### config.mk
export PLATFORM = sky130hd
export DESIGN_NAME = texture_blitter
export DESIGN_NICKNAME = d
export VERILOG_FILES = /design/src/rtl/render_pkg.sv /design/src/rtl/tex_word_fifo.sv /design/src/rtl/texture_blitter.sv
export SDC_FILE = /design/constraint.sdc
export NUM_CORES = 1
export LEC_CHECK = 0
export BUFFER_PORTS_ARGS = -buffer_cell sky130_fd_sc_hd__buf_2
export CAP_MARGIN = 20
export CORE_ASPECT_RATIO = 0.8
export CORE_MARGIN = 1.5
export CORE_UTILIZATION = 35
export DETAILED_ROUTE_END_ITERATION = 6
export PLACE_DENSITY = 0.65
export REMOVE_ABC_BUFFERS = 1
export SETUP_SLACK_MARGIN = 0.4
export SLEW_MARGIN = 20
export SYNTH_ARGS = -nofsm -noshare
export SYNTH_HDL_FRONTEND = slang
export SYNTH_SLANG_ARGS = --single-unit
export TNS_END_PERCENT = 20
### constraint.sdc
create_clock -name clk -period 5.35 [get_ports clk]
set_clock_uncertainty 0.1 [all_clocks]
set_input_delay 1.07 -clock clk [delete_from_list [all_inputs] [get_ports clk]]
set_output_delay 1.07 -clock clk [all_outputs]
set_load 0.05 [all_outputs]
### src/rtl/render_pkg.sv
// Shared renderer types and screen/texture geometry.
package render_pkg;

    localparam int unsigned SCREEN_W  = 320;
    localparam int unsigned SCREEN_H  = 240;
    localparam int unsigned TEX_DIM   = 16;
    localparam int unsigned TEX_WORDS = 128;

    typedef logic [11:0] rgb444_t;

    typedef struct packed {
        logic       transparent;
        logic [2:0] pad;
        rgb444_t    rgb;
    } tex_pixel_t;

    typedef enum logic {
        IDLE,
        RUN
    } blit_state_e;

endpackage

### src/rtl/tex_word_fifo.sv
// Return-data FIFO for texture words; push and pop may coincide at any occupancy.
module tex_word_fifo #(
    parameter int unsigned DEPTH = 4,
    parameter int unsigned WIDTH = 32,
    localparam int unsigned AW   = $clog2(DEPTH)
) (
    input  logic             clk,
    input  logic             rst_n,
    input  logic             push,
    input  logic [WIDTH-1:0] push_data,
    input  logic             pop,
    output logic [WIDTH-1:0] pop_data,
    output logic [AW:0]      count,
    output logic             empty
);

    logic [WIDTH-1:0] mem [DEPTH];
    logic [AW-1:0]    wr_ptr;
    logic [AW-1:0]    rd_ptr;
    logic             do_push;
    logic             do_pop;

    assign empty    = (count == '0);
    assign do_pop   = pop && !empty;
    assign do_push  = push && ((count != (AW+1)'(DEPTH)) || do_pop);
    assign pop_data = mem[rd_ptr];

    always_ff @(posedge clk) begin
        if (do_push) begin
            mem[wr_ptr] <= push_data;
        end
    end

    always_ff @(posedge clk or negedge rst_n) begin
        if (!rst_n) begin
            wr_ptr <= '0;
            rd_ptr <= '0;
            count  <= '0;
        end else begin
            if (do_push) begin
                wr_ptr <= wr_ptr + AW'(1);
            end
            if (do_pop) begin
                rd_ptr <= rd_ptr + AW'(1);
            end
            case ({do_push, do_pop})
                2'b10:   count <= count + (AW+1)'(1);
                2'b01:   count <= count - (AW+1)'(1);
                default: count <= count;
            endcase
        end
    end

endmodule

### src/rtl/texture_blitter.sv
// Fetches a 16x16 RGB444 texture over Avalon-MM and streams clipped pixels.
// Define BLIT_TRANSPARENCY_EN to skip pixels whose transparent bit is set.
module texture_blitter
    import render_pkg::*;
#(
    parameter logic [31:0] TEX_BASE        = 32'h0800_0000,
    parameter int unsigned MAX_OUTSTANDING = 4
) (
    input  logic        clk,
    input  logic        rst_n,
    input  logic        cmd_valid,
    output logic        cmd_ready,
    input  logic [8:0]  cmd_x,
    input  logic [8:0]  cmd_y,
    input  logic [12:0] cmd_tex,
    output logic        busy,
    output logic        done,
    output logic [31:0] master_address,
    output logic        master_read,
    input  logic        master_waitrequest,
    input  logic [31:0] master_readdata,
    input  logic        master_readdatavalid,
    output logic        pix_valid,
    input  logic        pix_ready,
    output logic [8:0]  pix_x,
    output logic [8:0]  pix_y,
    output logic [11:0] pix_rgb
);

    localparam int unsigned CW = $clog2(MAX_OUTSTANDING) + 1;

    blit_state_e state_q, state_d;

    logic [8:0]    x_q;
    logic [8:0]    y_q;
    logic [31:0]   base_q;
    logic [7:0]    issued_q;
    logic [CW-1:0] outstanding_q;
    logic [8:0]    pix_cnt_q;
    logic [31:0]   word_q;
    logic          half_q;
    logic          have_q;

    logic          accept;
    logic          issue_ok;
    logic          issue;
    logic          fifo_push;
    logic          fifo_pop;
    logic [31:0]   fifo_data;
    logic [CW-1:0] fifo_count;
    logic          fifo_empty;

    tex_pixel_t    cur_pix;
    logic [9:0]    sx;
    logic [9:0]    sy;
    logic          skip;
    logic          retire;
    logic          last;
    logic          pad_unused;

    assign accept = cmd_valid && cmd_ready;

    // Words already returned but not yet unpacked still occupy FIFO slots,
    // so counting them here is what guarantees the FIFO cannot overflow.
    assign issue_ok  = !issued_q[7] &&
                       (({1'b0, outstanding_q} + {1'b0, fifo_count}) < (CW+1)'(MAX_OUTSTANDING));
    assign issue     = master_read && !master_waitrequest;
    assign fifo_push = master_readdatavalid && (outstanding_q != '0);

    assign master_address = base_q + {22'd0, issued_q, 2'b00};

    tex_word_fifo #(
        .DEPTH (MAX_OUTSTANDING),
        .WIDTH (32)
    ) u_fifo (
        .clk       (clk),
        .rst_n     (rst_n),
        .push      (fifo_push),
        .push_data (master_readdata),
        .pop       (fifo_pop),
        .pop_data  (fifo_data),
        .count     (fifo_count),
        .empty     (fifo_empty)
    );

    assign cur_pix = half_q ? tex_pixel_t'(word_q[31:16]) : tex_pixel_t'(word_q[15:0]);
    assign sx      = {1'b0, x_q} + {6'd0, pix_cnt_q[3:0]};
    assign sy      = {1'b0, y_q} + {6'd0, pix_cnt_q[7:4]};

`ifdef BLIT_TRANSPARENCY_EN
    assign skip       = (sx >= 10'(SCREEN_W)) || (sy >= 10'(SCREEN_H)) || cur_pix.transparent;
    assign pad_unused = ^cur_pix.pad;
`else
    assign skip       = (sx >= 10'(SCREEN_W)) || (sy >= 10'(SCREEN_H));
    assign pad_unused = ^{cur_pix.transparent, cur_pix.pad};
`endif

    assign pix_valid = have_q && !skip;
    assign pix_x     = sx[8:0];
    assign pix_y     = sy[8:0];
    assign pix_rgb   = cur_pix.rgb;
    assign retire    = have_q && (skip || pix_ready);
    assign last      = retire && (pix_cnt_q == 9'd255);
    // Refill the unpacker as the high half retires so one pixel leaves per cycle.
    assign fifo_pop  = (state_q == RUN) && !fifo_empty && (!have_q || (retire && half_q));

    always_ff @(posedge clk or negedge rst_n) begin
        if (!rst_n) begin
            state_q <= IDLE;
        end else begin
            state_q <= state_d;
        end
    end

    always_comb begin
        state_d     = state_q;
        cmd_ready   = 1'b0;
        busy        = 1'b0;
        done        = 1'b0;
        master_read = 1'b0;
        case (state_q)
            IDLE: begin
                cmd_ready = 1'b1;
                if (cmd_valid) begin
                    state_d = RUN;
                end
            end
            RUN: begin
                busy        = 1'b1;
                master_read = issue_ok;
                if (last) begin
                    done    = 1'b1;
                    state_d = IDLE;
                end
            end
            default: state_d = IDLE;
        endcase
    end

    always_ff @(posedge clk or negedge rst_n) begin
        if (!rst_n) begin
            x_q           <= '0;
            y_q           <= '0;
            base_q        <= '0;
            issued_q      <= '0;
            outstanding_q <= '0;
            pix_cnt_q     <= '0;
            word_q        <= '0;
            half_q        <= 1'b0;
            have_q        <= 1'b0;
        end else begin
            case ({issue, fifo_push})
                2'b10:   outstanding_q <= outstanding_q + CW'(1);
                2'b01:   outstanding_q <= outstanding_q - CW'(1);
                default: outstanding_q <= outstanding_q;
            endcase

            if (accept) begin
                x_q       <= cmd_x;
                y_q       <= cmd_y;
                base_q    <= TEX_BASE + {10'd0, cmd_tex, 9'd0};
                issued_q  <= '0;
                pix_cnt_q <= '0;
                half_q    <= 1'b0;
                have_q    <= 1'b0;
            end else begin
                if (issue) begin
                    issued_q <= issued_q + 8'd1;
                end
                if (retire) begin
                    pix_cnt_q <= pix_cnt_q + 9'd1;
                end
                if (fifo_pop) begin
                    word_q <= fifo_data;
                    half_q <= 1'b0;
                    have_q <= 1'b1;
                end else if (retire) begin
                    if (half_q) begin
                        have_q <= 1'b0;
                    end else begin
                        half_q <= 1'b1;
                    end
                end
            end
        end
    end

endmodule

# Yosys cells after proc, flatten, opt, wreduce, memory -nomap -nowiden

Memory sizes are Yosys's and may differ from the RTL's. A register that Yosys moved wholly into a read port is not among the register bits.
Cells that the tools add are included.
W data, S select, Z words.

Flip-flop bits (word level): 80
Output and inout bits: 67
Logic and storage cells: 93
Memories kept: 1
Input bits: 69
Bits in writable memories: 128

$add $sub $neg: 13
Multiplexer cells: 24
Order comparisons: 3
Bitwise gates (word level): 2
Equal/unequal tests: 6
Reduce and logical (&&, ||, !) cells: 32

Memories:

| name       | words | bits a word | rd ports | clocked after memory_dff | write ports | RTL line            | source |
|---|---|---|---|---|---|---|---|
| u_fifo.mem | 4     | 32          | 1        | 1                        | 1           | tex_word_fifo.sv:17 | `logic [WIDTH-1:0] mem [DEPTH];` |

Operator list:

| cell                     | count |
|---|---|
| $add A32 B10 Y32         | 1 |
| $add A28 B22 Y29 const A | 1 |
| $add A9 B4 Y10           | 2 |
| $mux W9                  | 2 |
| $mux W1                  | 16 |
| $mux W8                  | 2 |
| $logic_and A1 B1 Y1      | 12 |
| $mux W12                 | 1 |
| $pmux W3 S2              | 2 |
| $ge A10 B8 Y1 const B    | 1 |
| $ge A10 B9 Y1 const B    | 1 |
| $add A9 B1 Y9 const B    | 1 |
| $eq A9 B8 Y1 const B     | 1 |
| $reduce_bool A3 Y1       | 3 |
| $add A8 B1 Y8 const B    | 1 |
| $reduce_bool A2 Y1       | 4 |
| $add A3 B1 Y3 const B    | 2 |
| $logic_not A1 Y1         | 6 |
| $sub A3 B1 Y3 const B    | 2 |
| $add A2 B1 Y2 const B    | 2 |
| $add A3 B3 Y4            | 1 |
| $eq A2 B1 Y1 const B     | 2 |
| $eq A2 B2 Y1 const B     | 2 |
| $logic_or A1 B1 Y1       | 4 |
| other kinds (6)          | 8 |

# Logic depth before layout (Yosys ltp)

Gate-level depths: netlist (run 1).

Word-level depth: 13
Depth in mapped cells: 16
Depth with buffers taken out: 16

# By module

Synthesis (run 1) repeated with hierarchy kept, for this count alone.

Cells, all modules: 666
Area total of the unflattened synthesis: 9618.0 um^2

By module, submodules not included:

| module          | sequential area each (um^2) | cells each | instances | area an instance (um^2) |
|---|---|---|---|---|
| tex_word_fifo   | 4018.9                      | 219        | 1         | 5111.2 |
| texture_blitter | 1976.9                      | 447        | 1         | 4506.8 |

# Least setup slack after synthesis (run 1)

No wires, ideal clock.

Path type: reg-to-output
Start: reg pix_cnt_q[0]
End: out done
Setup slack: 0.569 ns
Cell stages (with the launch flop): 10
Data required time: 4.180 ns
Path buffers: 1
Data arrival time: 3.611 ns
Cell sequence: dfrtp_1 ha_1 fa_1 a211oi_1 nor3b_2 xor2_1 a21boi_4 o31ai_4 buf_2 nor2_1

Cells in the longest elaborated chain, start to end: 8
Elaborated cells between the ends (all ways): 9
Classes of those cells: add/sub (1); order compare (1); eq/ne (1); mux (2); reduce/logical (4)

Ends and longest elaborated chain:

| what                   | RTL line               | source |
|---|---|---|
| start, declared        | texture_blitter.sv:39  | `logic [8:0] pix_cnt_q;` |
| start signal, assigned | texture_blitter.sv:171 | `pix_cnt_q <= pix_cnt_q + 9'd1;` |
| $add A9 B4 Y10         | texture_blitter.sv:87  | `assign sx = {1'b0, x_q} + {6'd0, pix_cnt_q[3:0]};` |
| named net pix_x[8]     | texture_blitter.sv:25  | `output logic [8:0] pix_x,` |
| $ge A10 B9 Y1          | texture_blitter.sv:94  | `assign skip = (sx >= 10'(SCREEN_W)) \|\| (sy >= 10'(SCREEN_H));` |
| $logic_or A1 B1 Y1     | texture_blitter.sv:94  |  |
| $logic_or A1 B1 Y1     | texture_blitter.sv:102 | `assign retire = have_q && (skip \|\| pix_ready);` |
| $logic_and A1 B1 Y1    | texture_blitter.sv:102 |  |
| $logic_and A1 B1 Y1    | texture_blitter.sv:103 | `assign last = retire && (pix_cnt_q == 9'd255);` |
| $mux W1                | texture_blitter.sv:131 | `if (last) begin` |
| $mux W1                | texture_blitter.sv:121 | `case (state_q)` |
| end, declared          | texture_blitter.sv:17  | `output logic done,` |

The timed path passes the listed nets, and every way through them passes these cells.

# Worst setup path in the final report (run 1)

Start: reg pix_cnt_q[4]
End: out done

Cells in the longest elaborated chain, start to end: 8
Elaborated cells between the ends (all ways): 9
Classes of those cells: add/sub (1); order compare (1); eq/ne (1); mux (2); reduce/logical (4)

Ends and longest elaborated chain:

| what                    | RTL line               | source |
|---|---|---|
| $add A9 B4 Y10          | texture_blitter.sv:88  | `assign sy = {1'b0, y_q} + {6'd0, pix_cnt_q[7:4]};` |
| $ge A10 B8 Y1           | texture_blitter.sv:94  |  |
| $logic_or A1 B1 Y1      | texture_blitter.sv:94  |  |
| $logic_or A1 B1 Y1      | texture_blitter.sv:102 |  |
| $logic_and A1 B1 Y1     | texture_blitter.sv:102 |  |
| $logic_and A1 B1 Y1 (*) | texture_blitter.sv:103 |  |
| $mux W1 (*)             | texture_blitter.sv:131 |  |
| $mux W1 (*)             | texture_blitter.sv:121 |  |

Mark *: on every way between the ends. The rest lies on a longest branch, timed or not.

==> metrics.md, run 1 <==
| Metric | Value |
|---|---|
| Final Setup Violations | `0` |
| Max-Slew Margin vs Limit | `40.2%` |
| First-pass GRT wire length | `26400 um` |
| Post-CTS Hold Buffers | `0` |
| I/O pin total | `136` |
| RSZ-0062 raised after global routing | `false` |
| Drt first-iter violations | `225` |
| Vias | `4822` |
| CP Max Fanout | `18` |
| Initial core utilization | `35.5%` |
| Vias per inst | `4.62` |
| Placed Instances | `1011` |
| Rows | `50` |
| Top post-synthesis cells by area | `edfxtp_1, dfrtp_1, mux4_2` |
| Avg Inst Size Synth | `13.7 sq um` |
| Total core area | `23300 sq um` |
| Root Driver | `clkbuf_16` |
| CTS Sinks | `182` |
| Area growth from synthesis to final layout | `17.8%` |
| Synth top cells by count | `edfxtp_1, nand2_1, dfrtp_1, mux4_2, inv_1` |
| Clk Latency, worst-skew pair | `440 ps` |
| Die ar. | `24600 sq um` |
| Largest net degree at the start of global routing | `53` |
| Worst r2r src | `pix_cnt_q[4]$_DFFE_PN0P_` |
| Max clock buf depth | `2` |
| Sequential fraction of the synthesis area | `60.7%` |
| Switching power | `2.25 mW` |
| Initial antenna violation count | `1` |
| Routed Antenna Nets | `0` |
| Gp weighted congestion | `0.772` |
| Vias in the first global route | `4964` |
| Synth top area share | `34.8%` |
| Tcrit/Tclk final | `88.0%` |
| Worst setup SP type | `flip-flop` |
| Async SR Flop Fraction | `47.3%` |
| Die H | `141 um` |
| Die width | `175 um` |
| H-tree Lvls | `4` |
| F_max | `212 MHz` |
| Cell area after synthesis | `8290 sq um` |
| Total GRT Usage | `13.9%` |
| N_diodes | `0` |
| Dpl ws | `1020 ps` |
| Sw Ratio | `39.3%` |
| Final #Nets | `812` |
| # resized after CTS | `0` |
| Min-delay src | `u_fifo.rd_ptr[1]$_DFFE_PN0P_` |
| Pint | `3.47 mW` |
| Overflow after GRT | `0` |
| Cell area power density | `585 nW/um^2` |
| Worst setup EP type | `output port` |
| HP Class | `flip-flop to flip-flop` |
| EDFF count, synth | `96` |
| Setup TNS | `0 ps` |
| Max Cap Viol | `0` |
| Avg WL per Cell | `15.6 um` |
| Crit path DAT | `3540 ps` |
| CTS tree | `done` |
| Number of fillers in the final layout | `2146` |
| Clock Power Share | `22.0%` |
| DRC errors left | `0` |
| Synth Flop Type | `edfxtp_1` |
| Fin cells | `1043` |
| Num CTS Buffers | `17` |
| Final Worst Setup Slack | `644 ps` |
| Critical path class | `flip-flop to output port` |
| Final Hold Fails | `0` |
| Post-CTS setup buffer count | `0` |
| Combinational share of power | `39.5%` |
| Yosys reg bits | `182` |
| Status | `complete, no violations` |
| Final WL | `16300 um` |
| Mapped Cells | `604` |
| Final min period | `4710 ps` |
| Worst-path clk slew | `80 ps` |
| Maximum vdd drop | `0.000366 V` |
| Synth cell types | `52` |
| Synth area leader | `edfxtp_1` |
| Count leader, synth | `edfxtp_1` |
| Number of port buffers | `117` |
| Share of cells above drive strength 1 | `31.9%` |
| Seq pwr share | `38.5%` |
| Detailed Routing Iterations Pass 1 | `4` |
| WP data required | `4180 ps` |
| HPWL Detailed | `10700 um` |
| Yosys warns | `0` |
| Setup crit start | `pix_cnt_q[4]$_DFFE_PN0P_` |
| Max Transition Viols Final | `0` |
| Worst-Margin Slew | `898 ps` |
| Leak | `4.17 nW` |
==> metrics by stage <==
step / cell area, sq um / power, mW / utilization, % / hold slack, ps
3_5_place_dp: 9150 / 4.51 / 39.2 / 354
6_report: 9770 / 5.72 / 41.9 / 366
4_1_cts: 9770 / 5.80 / 41.8 / 370
5_1_grt: 9770 / 6.06 / 41.9 / 375
3_3_place_gp: 9150 / 4.47 / 39.2 / 347
2_1_floorplan: 8090 / 3.96 / - / 352
==> routing by layer <==
metal  up-vias  global-route usage [%]  part of all wire, %
li1       2354                       -                    -
met1      2382                    18.8                   47
met2        74                    21.8                   48
met3        12                    3.10                  3.6
met4         0                    5.35                  1.5
met5         -                       0                    0
==> power by group through the flow <==
stage | Clock [mW] | Sequential (mW) | Combinational [mW]
after global routing | 1.36 | 2.27 | 2.44
after detailed placement | 0 | 2.24 | 2.28
after global placement | 0 | 2.22 | 2.24
final | 1.26 | 2.20 | 2.26
after floorplan | 0 | 2.22 | 1.74
after CTS | 1.30 | 2.21 | 2.29
==> area by class of cell <==
| type | count | area, sq um | share of cell area, % |
|---|---|---|---|
| clock inverter | 14 | 180 | 1.84 |
| multi-input combinational | 368 | 2990 | 30.5 |
| inverter | 23 | 86.3 | 0.883 |
| sequential | 182 | 5040 | 51.5 |
| tap | 312 | 390 | 3.99 |
| timing repair buffer | 126 | 656 | 6.71 |
| clock buffer | 18 | 439 | 4.49 |
==> worst max-delay path, cell delays in order (launching register included) <==
cell      delay, ps
dfrtp_1         440
ha_1            240
inv_1            70
fa_1            400
nand2b_1        200
a211oi_2        260
mux2_2          370
a311o_2         420
o31ai_4         170
buf_4           240
nor2_1          100
buf_2           220
==> cells by family (layout without fill, tap and decap cells) <==
family,Yosys count,in the layout,synth area share [%]
AO/OA/AOI/OAI,48,48,4.01
XOR/XNOR,40,40,4.22
adder cells (fa/ha/maj),25,25,4.13
buffers and inverters,63,181,3.89
flip-flops,182,182,60.7
multiplexers,66,66,12.9
other,1,10,0.0452
AND/OR/NAND/NOR,179,179,10.1
==> final timing paths <==
check	to	slack (ps)	cells after the start
max	done	640	11
min	u_fifo.rd_ptr[1]$_DFFE_PN0P_	370	1
max reg2reg	u_fifo.count[2]$_DFFE_PN0P_	1140	16
min reg2reg	u_fifo.rd_ptr[1]$_DFFE_PN0P_	370	1
max in group asynchronous	base_q[27]$_DFFE_PN0P_	3630	2
min in group asynchronous	y_q[7]$_DFFE_PN0P_	570	1
==> cells in the final DEF (no fill, tap or decap), types with 3 or more instances in the layout <==
master     synthesis  final
a21oi_1           14     14
and2_1             6      6
and3_1            15     15
buf_2              3    116
buf_4             18     10
clkbuf_16          0     17
clkinv_8           0      6
conb_1             1     10
dfrtp_1           86     85
edfxtp_1          96     96
fa_1               4      4
ha_1              21     21
inv_1             23     23
inv_8              0      3
mux2_2            22     22
mux2_4            16     16
mux2i_1            4      4
mux4_2            24     24
nand2_1           95     94
nand3_1           20     20
nand4_1            4      4
nor2_1            19     19
o21ai_0           14     14
or3_1              6      6
xnor2_1           20     20
xor2_1            20     20
==> flip-flops by register name, summed over array words and instances (netlist names), 2 cells and up <==
signal,count
base_q,14
issued_q,8
outstanding_q,3
pix_cnt_q,9
u_fifo.count,3
u_fifo.mem,96
u_fifo.rd_ptr,2
u_fifo.wr_ptr,2
word_q,24
x_q,9
y_q,9
Power figures use the tool's default switching activity.
==> inputs of run 2 (changes only) <==
Settings changed: ABC_CLOCK_PERIOD_IN_PS set to 5350, CORE_UTILIZATION 35 to 57, PLACE_DENSITY 0.65 to 0.91.
==> metrics.md, run 2 (synthesized netlist as in run 1, its figures left out) <==
| Metric | Value |
|---|---|
| Status | `complete, no violations` |
| Die ar. | `15300 sq um (-38%)` |
| Detailed Routing Iterations Pass 1 | `5 (+1)` |
| Setup TNS | `0 ps (unchanged)` |
| CTS Sinks | `182 (unchanged)` |
| Share of cells above drive strength 1 | `31.6% (-0.23 points)` |
| RSZ-0062 raised after global routing | `false` |
| Dpl ws | `822 ps (-195 ps)` |
| Fin cells | `916 (-12%)` |
| Max clock buf depth | `2 (unchanged)` |
| Slowest CP cell | `dfrtp_1` |
| Min-delay src | `base_q[9]$_DFFE_PN0P_` |
| Leak | `4.17 nW (about the same)` |
| Clk Latency, worst-skew pair | `430 ps (about the same)` |
| Num CTS Buffers | `17 (unchanged)` |
| Routed Antenna Nets | `0 (unchanged)` |
| Cell area power density | `599 nW/um^2 (+2.4%)` |
| Hold Slack | `395 ps (+29.2 ps)` |
| Drt first-iter violations | `420 (+87%)` |
| Total core area | `14200 sq um (-39%)` |
| I/O pin total | `136 (unchanged)` |
| CP Max Fanout | `18 (unchanged)` |
| Worst path cell trace | `ha_1 -> inv_1 -> fa_1 -> nand2b_1 -> a211oi_2 -> mux2_2 -> a311o_2 -> o31ai_4 -> buf_4 -> nor2_1 -> buf_2` |
| Worst-Margin Slew | `1010 ps (+111 ps)` |
| Gp weighted congestion | `0.900 (+17%)` |
| Commonest non-fill, non-tap cells in the layout | `buf_2, edfxtp_1, nand2_1` |
| Worst setup EP type | `output port` |
| WHS Endpoint | `base_q[9]$_DFFE_PN0P_` |
| Initial antenna violation count | `2 (+1)` |
| Root Driver | `clkbuf_16` |
| CP Depth | `11 (unchanged)` |
| WHS Path Cells | `2 (+1)` |
| Final Setup Violations | `0 (unchanged)` |
| Largest net degree at the start of global routing | `60 (+13%)` |
| Bufs and invs on worst path | `3 (unchanged)` |
| Number of port buffers | `117 (unchanged)` |
| Placed Instances | `880 (-13%)` |
| First-pass GRT wire length | `25800 um (-2.1%)` |
| Overflow after GRT | `0 (unchanged)` |
| Worst r2r src | `pix_cnt_q[4]$_DFFE_PN0P_` |
| Number of fillers in the final layout | `928 (-57%)` |
| H-tree Lvls | `4 (unchanged)` |
| HP Class | `flip-flop to flip-flop` |
| Vias per inst | `5.64 (+22%)` |
| Critical path class | `flip-flop to output port` |
| Flop-to-flop setup slack | `1050 ps (-90 ps)` |
| Total GRT Usage | `22.1% (+8.3 points)` |
| WP data required | `4180 ps (about the same)` |
| Die H | `111 um (-21%)` |
| Initial core utilization | `58.2% (+23 points)` |
| Worst R2R Path Depth | `16 (unchanged)` |
| CTS tree | `done` |
| Final Worst Setup Slack | `581 ps (-63.1 ps)` |
| Max Cap Viol | `0 (unchanged)` |
| HPWL Detailed | `10600 um (-1.6%)` |
| Largest Register | `u_fifo.mem` |
| Largest register FFs | `96 (unchanged)` |
| Worst-path clk slew | `80 ps (about the same)` |
| Crit path DAT | `3600 ps (+60 ps)` |
| DRC errors left | `0 (unchanged)` |
| Rows | `39 (-22%)` |
| Area growth from synthesis to final layout | `16.0%` |
| Final min period | `4770 ps (+63.1 ps)` |
| Final WL | `16400 um (+0.47%)` |
| Tcrit/Tclk final | `89.1% (+1.2 points)` |
| Maximum vdd drop | `0.000428 V (+17%)` |
| Final Hold Fails | `0 (unchanged)` |
| Final #Nets | `811 (-0.12%)` |
| Avg WL per Cell | `17.9 um (+14%)` |
| Die width | `138 um (-21%)` |
| Commonest non-fill, non-tap cell in the layout | `buf_2` |
| Vias | `5164 (+7.1%)` |
| Max incr delay on CP | `440 ps (about the same)` |
| Top delay family on crit path | `compound AO/OA/AOI/OAI gates` |
| Max Transition Viols Final | `0 (unchanged)` |
| F_max | `210 MHz (-1.3%)` |
| Max-Slew Margin vs Limit | `32.6% (-7.6 points)` |
| Vias in the first global route | `5261 (+6.0%)` |
| Post-CTS Hold Buffers | `0 (unchanged)` |
| R2r endpoint | `u_fifo.count[2]$_DFFE_PN0P_` |
| Top Registers | `u_fifo.mem (96), word_q (24), base_q (14)` |
| Worst setup SP type | `flip-flop` |
run 2: cell types whose count changed in the layout (fill, tap and decap cells not counted), sizes merged:
cell | previous run | this run
buf | 126 | 125
inv | 29 | 30
clkinvlp | 2 | 0
clkinv | 6 | 7
diode | 0 | 2
run 2: worst register-to-register path: cells and delay by family (launching register included):
kind / cells / cell delay, ps
buffers and inverters: 3 / 250
AND/OR/NAND/NOR: 3 / 590
AO/OA/AOI/OAI: 3 / 960
multiplexers: 1 / 380
flip-flops: 1 / 440
XOR/XNOR: 2 / 310
adder cells (fa/ha/maj): 4 / 1210
run 2: area by class of cell:
cell class | instances | area [sq um] | area share (%)
sequential | 182 | 5040 | 52.4
multi-input combinational | 368 | 2980 | 31.0
timing repair buffer | 125 | 688 | 7.15
clock buffer | 18 | 429 | 4.46
tap | 184 | 230 | 2.39
clock inverter | 14 | 159 | 1.65
inverter | 23 | 86.3 | 0.898
antenna | 2 | 5.00 | 0.0520
run 2: per-stage QoR:
stage | utilization (%) | power [mW] | area [sq um]
after floorplan | - | 3.96 | 8090
after global placement | 62.9 | 4.40 | 8960
after detailed placement | 62.9 | 4.53 | 8960
after CTS | 67.0 | 5.77 | 9550
after global routing | 67.5 | 6.05 | 9620
final | 67.5 | 5.76 | 9620
run 2: worst max path at each step:
stage | from | endpoint | slack, ps
after global routing | pix_cnt_q[4]$_DFFE_PN0P_ | done | 420
final | pix_cnt_q[4]$_DFFE_PN0P_ | done | 580
after floorplan | pix_cnt_q[0]$_DFFE_PN0P_ | done | 680
after CTS | pix_cnt_q[4]$_DFFE_PN0P_ | done | 470
after global placement | pix_cnt_q[0]$_DFFE_PN0P_ | u_fifo.count[2]$_DFFE_PN0P_ | 1030
after detailed placement | pix_cnt_q[4]$_DFFE_PN0P_ | u_fifo.count[2]$_DFFE_PN0P_ | 820
run 2: per-layer routing:
layer	part of all wire [%]	GRT usage [%]	vias up	routed length [um]
met2	51	36.6	174	8390
met1	42	28.9	2606	6820
met3	5.5	4.53	25	897
met5	0	0	-	0
li1	-	-	2359	-
met4	1.7	8.47	0	273
run 2: repair_timing:
action                     CTS  global route
gates resized for setup      0             1
setup endpoints to repair    0             1
buffers inserted             0             0
run 2: report_power, final:
group          switching (mW)  internal, mW
registers               0.352          1.90
logic                    1.34         0.944
clock network           0.595         0.628
